<file path="src/rtl/i2s_tx.sv">
// -----------------------------------------------------------------------------
// i2s_tx : Philips I2S transmitter fed from a byte-wide FIFO read port.
//
// Pops PCM bytes (L[7:0], L[15:8], L[23:16], R[7:0], R[15:8], R[23:16]) into
// a staging register. At every frame boundary it moves a complete frame into
// the output shift register. If the frame is not complete, it flags an
// underrun and sends a silent (or repeated) frame. The frame is serialised
// MSB first. The data lags LRCK by one BCLK, as the I2S format requires.
//
// Ports
//   clk_i            audio master clock
//   reset_n_i        asynchronous active-low reset
//   rd_fifo_clk_o    FIFO read clock (copy of clk_i)
//   rd_fifo_en_o     FIFO pop strobe; data is valid the following cycle
//   rd_fifo_empty_i  FIFO empty flag
//   rd_fifo_data_i   FIFO read data (8 bit)
//   i2s_bclk_o       bit clock, clk_i / BCLK_DIV
//   i2s_lrck_o       word select, 0 = left, 1 = right
//   i2s_sdata_o      serial data, changes on BCLK falling edge
//   frame_tick_o     one-cycle pulse when a staged frame is loaded
//   underrun_o       sticky underrun flag, cleared only by reset
//
// Optional build macro: I2S_TX_UNDERRUN_REPEAT_EN
//   defined   -> an underrun frame repeats the last loaded frame (zero after
//                reset)
//   undefined -> an underrun frame is all zero
// -----------------------------------------------------------------------------
module i2s_tx #(
  parameter int BCLK_DIV    = 8,   // clk_i cycles per BCLK, even, >= 4
  parameter int SAMPLE_BITS = 24,  // significant bits per channel (3 bytes)
  parameter int SLOT_BITS   = 32   // BCLK periods per channel slot
) (
  input  logic       clk_i,
  input  logic       reset_n_i,
  output logic       rd_fifo_clk_o,
  output logic       rd_fifo_en_o,
  input  logic       rd_fifo_empty_i,
  input  logic [7:0] rd_fifo_data_i,
  output logic       i2s_bclk_o,
  output logic       i2s_lrck_o,
  output logic       i2s_sdata_o,
  output logic       frame_tick_o,
  output logic       underrun_o
);

  localparam int DIV_W        = $clog2(BCLK_DIV);
  localparam int BIT_W        = $clog2(2 * SLOT_BITS);
  localparam int BYTES_PER_CH = 3;
  localparam int FRAME_BYTES  = 2 * BYTES_PER_CH;
  localparam int FRAME_W      = 2 * SAMPLE_BITS;

  localparam logic [DIV_W-1:0] DIV_LAST   = DIV_W'(BCLK_DIV - 1);
  localparam logic [DIV_W-1:0] DIV_HALF   = DIV_W'(BCLK_DIV / 2);
  localparam logic [BIT_W-1:0] BIT_LAST   = BIT_W'(2 * SLOT_BITS - 1);
  localparam logic [BIT_W-1:0] R_START    = BIT_W'(SLOT_BITS);
  localparam logic [BIT_W-1:0] L_FIRST    = BIT_W'(1);
  localparam logic [BIT_W-1:0] L_LAST     = BIT_W'(SAMPLE_BITS);
  localparam logic [BIT_W-1:0] R_FIRST    = BIT_W'(SLOT_BITS + 1);
  localparam logic [BIT_W-1:0] R_LAST     = BIT_W'(SLOT_BITS + SAMPLE_BITS);
  localparam logic [2:0]       BYTES_FULL = 3'(FRAME_BYTES);

  // Timing state
  logic [DIV_W-1:0]   div_cnt_q, div_cnt_d;
  logic [BIT_W-1:0]   bit_cnt_q, bit_cnt_d;
  logic [BIT_W-1:0]   bit_nxt;
  logic               wrap;
  logic               boundary;

  // Assembler state
  logic [2:0]         byte_cnt_q, byte_cnt_d;
  logic               pop;
  logic               pop_q;
  logic [2:0]         pop_idx_q;
  logic [FRAME_W-1:0] stage_frame;
  logic               frame_ok;

  // Serializer state
  logic [FRAME_W-1:0] shift_q, shift_d;
  logic [FRAME_W-1:0] underrun_frame;
  logic               sdata_q, sdata_d;
  logic               lrck_q, lrck_d;
  logic               tick_q, tick_d;
  logic               underrun_q, underrun_d;

  assign wrap     = (div_cnt_q == DIV_LAST);
  assign bit_nxt  = (bit_cnt_q == BIT_LAST) ? '0 : bit_cnt_q + 1'b1;
  assign boundary = wrap && (bit_nxt == '0);

  // byte_cnt counts bytes already popped, including the one still in flight.
  // So a frame is usable only after that last capture has landed.
  assign frame_ok = (byte_cnt_q == BYTES_FULL) && !pop_q;

  // Gated by reset so the strobe is silent while reset is held.
  assign pop = reset_n_i && !rd_fifo_empty_i && (byte_cnt_q < BYTES_FULL);

  // Staging bytes. Byte k of the stream lands in its fixed place in the
  // {L, R} frame word. Left bytes go to the upper half, LSB byte first.
  genvar gi;
  generate
    for (gi = 0; gi < FRAME_BYTES; gi = gi + 1) begin : g_stage
      localparam int LSB = (gi < BYTES_PER_CH) ? SAMPLE_BITS + 8 * gi
                                               : 8 * (gi - BYTES_PER_CH);
      logic [7:0] byte_q;

      always_ff @(posedge clk_i or negedge reset_n_i) begin
        if (!reset_n_i) begin
          byte_q <= '0;
        end else if (pop_q && (pop_idx_q == 3'(gi))) begin
          byte_q <= rd_fifo_data_i;
        end
      end

      assign stage_frame[LSB +: 8] = byte_q;
    end
  endgenerate

`ifdef I2S_TX_UNDERRUN_REPEAT_EN
  // Copy of the last frame that was actually loaded, replayed on underrun.
  logic [FRAME_W-1:0] last_q;

  always_ff @(posedge clk_i or negedge reset_n_i) begin
    if (!reset_n_i) begin
      last_q <= '0;
    end else if (boundary && frame_ok) begin
      last_q <= stage_frame;
    end
  end

  assign underrun_frame = last_q;
`else
  assign underrun_frame = '0;
`endif

  always_comb begin
    div_cnt_d  = wrap ? '0 : div_cnt_q + 1'b1;
    bit_cnt_d  = bit_cnt_q;
    byte_cnt_d = byte_cnt_q;
    shift_d    = shift_q;
    sdata_d    = sdata_q;
    lrck_d     = lrck_q;
    tick_d     = 1'b0;
    underrun_d = underrun_q;

    if (pop) begin
      byte_cnt_d = byte_cnt_q + 1'b1;
    end

    // The wrap is the BCLK falling edge. LRCK and data change only here.
    if (wrap) begin
      bit_cnt_d = bit_nxt;
      lrck_d    = (bit_nxt >= R_START);
      sdata_d   = 1'b0;
      if (boundary) begin
        if (frame_ok) begin
          shift_d    = stage_frame;
          byte_cnt_d = '0;
          tick_d     = 1'b1;
        end else begin
          // Partial staging is kept so the byte alignment of the stream
          // survives the underrun.
          shift_d    = underrun_frame;
          underrun_d = 1'b1;
        end
      end else if (((bit_nxt >= L_FIRST) && (bit_nxt <= L_LAST)) ||
                   ((bit_nxt >= R_FIRST) && (bit_nxt <= R_LAST))) begin
        // Left then right are contiguous in the shift word. After 24 left
        // shifts, R[23] sits at the top, ready for the right slot.
        sdata_d = shift_q[FRAME_W-1];
        shift_d = {shift_q[FRAME_W-2:0], 1'b0};
      end
    end
  end

  always_ff @(posedge clk_i or negedge reset_n_i) begin
    if (!reset_n_i) begin
      div_cnt_q  <= '0;
      bit_cnt_q  <= '0;
      byte_cnt_q <= '0;
      pop_q      <= 1'b0;
      pop_idx_q  <= '0;
      shift_q    <= '0;
      sdata_q    <= 1'b0;
      lrck_q     <= 1'b0;
      tick_q     <= 1'b0;
      underrun_q <= 1'b0;
    end else begin
      div_cnt_q  <= div_cnt_d;
      bit_cnt_q  <= bit_cnt_d;
      byte_cnt_q <= byte_cnt_d;
      pop_q      <= pop;
      if (pop) begin
        pop_idx_q <= byte_cnt_q;
      end
      shift_q    <= shift_d;
      sdata_q    <= sdata_d;
      lrck_q     <= lrck_d;
      tick_q     <= tick_d;
      underrun_q <= underrun_d;
    end
  end

  assign rd_fifo_clk_o = clk_i;
  assign rd_fifo_en_o  = pop;
  assign i2s_bclk_o    = (div_cnt_q >= DIV_HALF);
  assign i2s_lrck_o    = lrck_q;
  assign i2s_sdata_o   = sdata_q;
  assign frame_tick_o  = tick_q;
  assign underrun_o    = underrun_q;

endmodule

</file>
<file path="config.mk">
export PLATFORM = sky130hd
export DESIGN_NAME = i2s_tx
export DESIGN_NICKNAME = d
export VERILOG_FILES = /design/src/rtl/i2s_tx.sv
export SDC_FILE = /design/constraint.sdc
export NUM_CORES = 1
export LEC_CHECK = 0
export BUFFER_PORTS_ARGS = -buffer_cell sky130_fd_sc_hd__buf_2
export CAP_MARGIN = 10
export CELL_PAD_IN_SITES_DETAIL_PLACEMENT = 1
export CELL_PAD_IN_SITES_GLOBAL_PLACEMENT = 1
export CORE_MARGIN = 2
export CORE_UTILIZATION = 50
export CTS_CLUSTER_SIZE = 30
export DETAILED_ROUTE_END_ITERATION = 10
export PLACE_DENSITY = 0.77
export SLEW_MARGIN = 10
export SYNTH_ARGS = -nofsm -noshare
export SYNTH_HDL_FRONTEND = slang
export SYNTH_SLANG_ARGS = --single-unit
</file>
<file path="constraint.sdc">
create_clock -name clk_i -period 2.3 [get_ports clk_i]
set_clock_uncertainty 0.05 [all_clocks]
set_input_delay 0.69 -clock clk_i [delete_from_list [all_inputs] [get_ports clk_i]]
set_output_delay 0.69 -clock clk_i [all_outputs]
set_load 0.1 [all_outputs]
</file>
==> results.toml <==
[status]
status = "complete, no violations"

[floorplanning]
row_count = 37
die_y_um = 106
die_x_um = 106
ioPinCount = 18
core-area_um2 = 10300
start_util = 0.511
die_area_um2 = 11300

[global_route]
grt_max_degree = 117
grt_usage = 0.267
grt-ovfl-total = 0
grt_pass1_vias = 4181
grt_pass1_wl_mm = 22.5
antenna_found_initial = 0

[critical_path]
crit_chain = "clkbuf_8 -> clkbuf_8 -> buf_6"
r2r-end = "shift_q[27]"
r2r_cells = 7
r2r-start = "bit_cnt_q[0]"
critPathSlowestCell = "buf_6"
cp-start-kind = "clock port"
regToRegSetupSlack_ns = 0.08
cp-end-kind = "primary output"
cp_max_fo = 2
required_ns = 1.56
critPathKind = "clk2out"
cpMostUsedCell = "clkbuf_8"
slowest_delay_ns = 0.17
critPathArrivalTime_ns = 1.55

[yosys]
seq_area_frac_synth = 0.553
ys_warn_count = 0
synth-seq-cells = 116
synth_cell_type_count = 42
synth_nets = 498
syn_area_um2 = 5250
synth_top_flop_cell = "dfrtp_1"
syn_avg_cell_area_um2 = 10.9
syn_inst = 480
synth-edff-count = 0
async_flop_share = 1.00

[placement]
place_ws_ns = 0.0263
placed_area_um2 = 5570
dp_hpwl_mm = 7.90
gp_congestion = 0.807
io_buffers = 17
dpl.cell_count = 612

[detailed_routing]
detail_route.vias_per_cell = 6.10
routed_wl_mm = 13.9
drt_iter0_drc = 199
drc = 0
vias = 3950
ant_nets = 0
avgRoutedWirePerCell_um = 21.5
dr.pass1.iters = 4

[sta]
setup_violations = 0
tightestPinTransition_ns = 0.636
final-hold-violation-count = 0
setup_slack_ns = 0.00752
max_slew_margin = 0.576
whs_ns = 0.0933
final_max_slew_viol_count = 0
fin_setup_tns_ns = 0

[layout]
layout.cell_area.non_filler_um2 = 6300
fillers = 1074
utilization = 0.613
final_cell_mix = "dfrtp_1 (116), nand2_1 (104), nand4_1 (49), mux2_2 (49), o211ai_1 (47)"
final_nets = 517
area_growth_pct = 20.0
n_antenna_cell = 0
layout_commonest_cell = "dfrtp_1"
drive_gt1_frac = 0.264
stdcell_count = 648

[clock_tree]
clkLatencyLatePin_ns = 0.64
tritoncts = "yes"
clk_transition_reported_paths_ns = 0.06
cts_setup_buffers = 0

[pwr]
ir_drop_mv = 0.849
leakage_nw = 2.66
power_density_nw_per_um2 = 1070
p_total_mw = 6.75

[run]
drv_cap = 0

[hold_path]
hold_class = "in2async"
==> state kept, by name (all words and copies together) (netlist names) <==
register and count:
underrun_o 1, frame_tick_o 1, pop_q 1, g_stage.byte_q 48, bit_cnt_q 6, i2s_sdata_o 1, div_cnt_q 3, i2s_lrck_o 1
pop_idx_q 3, shift_q 48, byte_cnt_q 3
==> logic make-up (layout without fill, tap and decap cells) <==
family,count (synthesis),in the layout,synth area share
fa+ha+maj,7,7,0.0167
buf+inv,47,78,0.0443
compound gates,74,74,0.103
mux,49,49,0.105
xor+xnor,4,4,0.00667
flops,116,116,0.553
simple gates,183,184,0.171
==> cell usage after synthesis (4+ instances only) <==
master	number	area (um2)
o211ai_1	47	353
dfrtp_1	116	2900
o21ai_0	4	20.0
mux2_2	49	552
nand2_1	104	390
buf_4	7	52.6
nor2_1	10	37.5
clkbuf_1	12	45.0
ha_1	7	87.6
a21oi_1	7	35.0
buf_2	18	90.1
inv_1	8	30.0
nand4_1	49	307
==> critical path: cells and delay by family <==
kind / cells / cell delay, ns
buffers and inverters: 3 / 0.40
==> cell type report <==
type	count	area (um2)	area share
clock buffers	23	494	0.0784
clock inverters	13	204	0.0324
inverters	9	33.8	0.00536
multi-input cells	318	2180	0.345
flip-flops and latches	116	2900	0.461
well taps	136	170	0.0270
repair buffers	33	320	0.0508
==> timing repair <==
action | 4_1_cts | 5_1_grt
hold buffers | 0 | 0
hold endpoints to repair | 0 | 0
setup endpoints to repair | 2 | 47
cloned | 0 | 1
resized for setup | 3 | 8
==> where the power goes <==
group	internal, mW	leakage (nW)	switching (mW)	total [mW]
clock	2.07	0.334	1.14	3.21
combinational	0.440	0.813	0.298	0.738
sequential	2.50	1.51	0.306	2.80
total	5.01	2.66	1.75	6.75
==> how the worst max path moves through the flow <==
| stage | from | end | slack [ns] | cells past startpoint |
|---|---|---|---|---|
| finish | clk_i | rd_fifo_clk_o | 0.008 | 3 |
| global route | bit_cnt_q[0] | shift_q[42] | -0.006 | 7 |
| CTS | clk_i | rd_fifo_clk_o | 0.003 | 3 |
| detailed placement | bit_cnt_q[0] | shift_q[30] | 0.03 | 7 |
| global placement | bit_cnt_q[0] | shift_q[30] | 0.12 | 7 |
| floorplan | rd_fifo_empty_i | rd_fifo_en_o | 0.05 | 2 |
==> per-layer routing <==
| metal | part of all wire | track usage |
|---|---|---|
| met5 | 0 | 0 |
| met3 | 0.035 | 0.0582 |
| met2 | 0.49 | 0.420 |
| met4 | 0.030 | 0.133 |
| met1 | 0.45 | 0.350 |
Power figures use the tool's default switching activity.
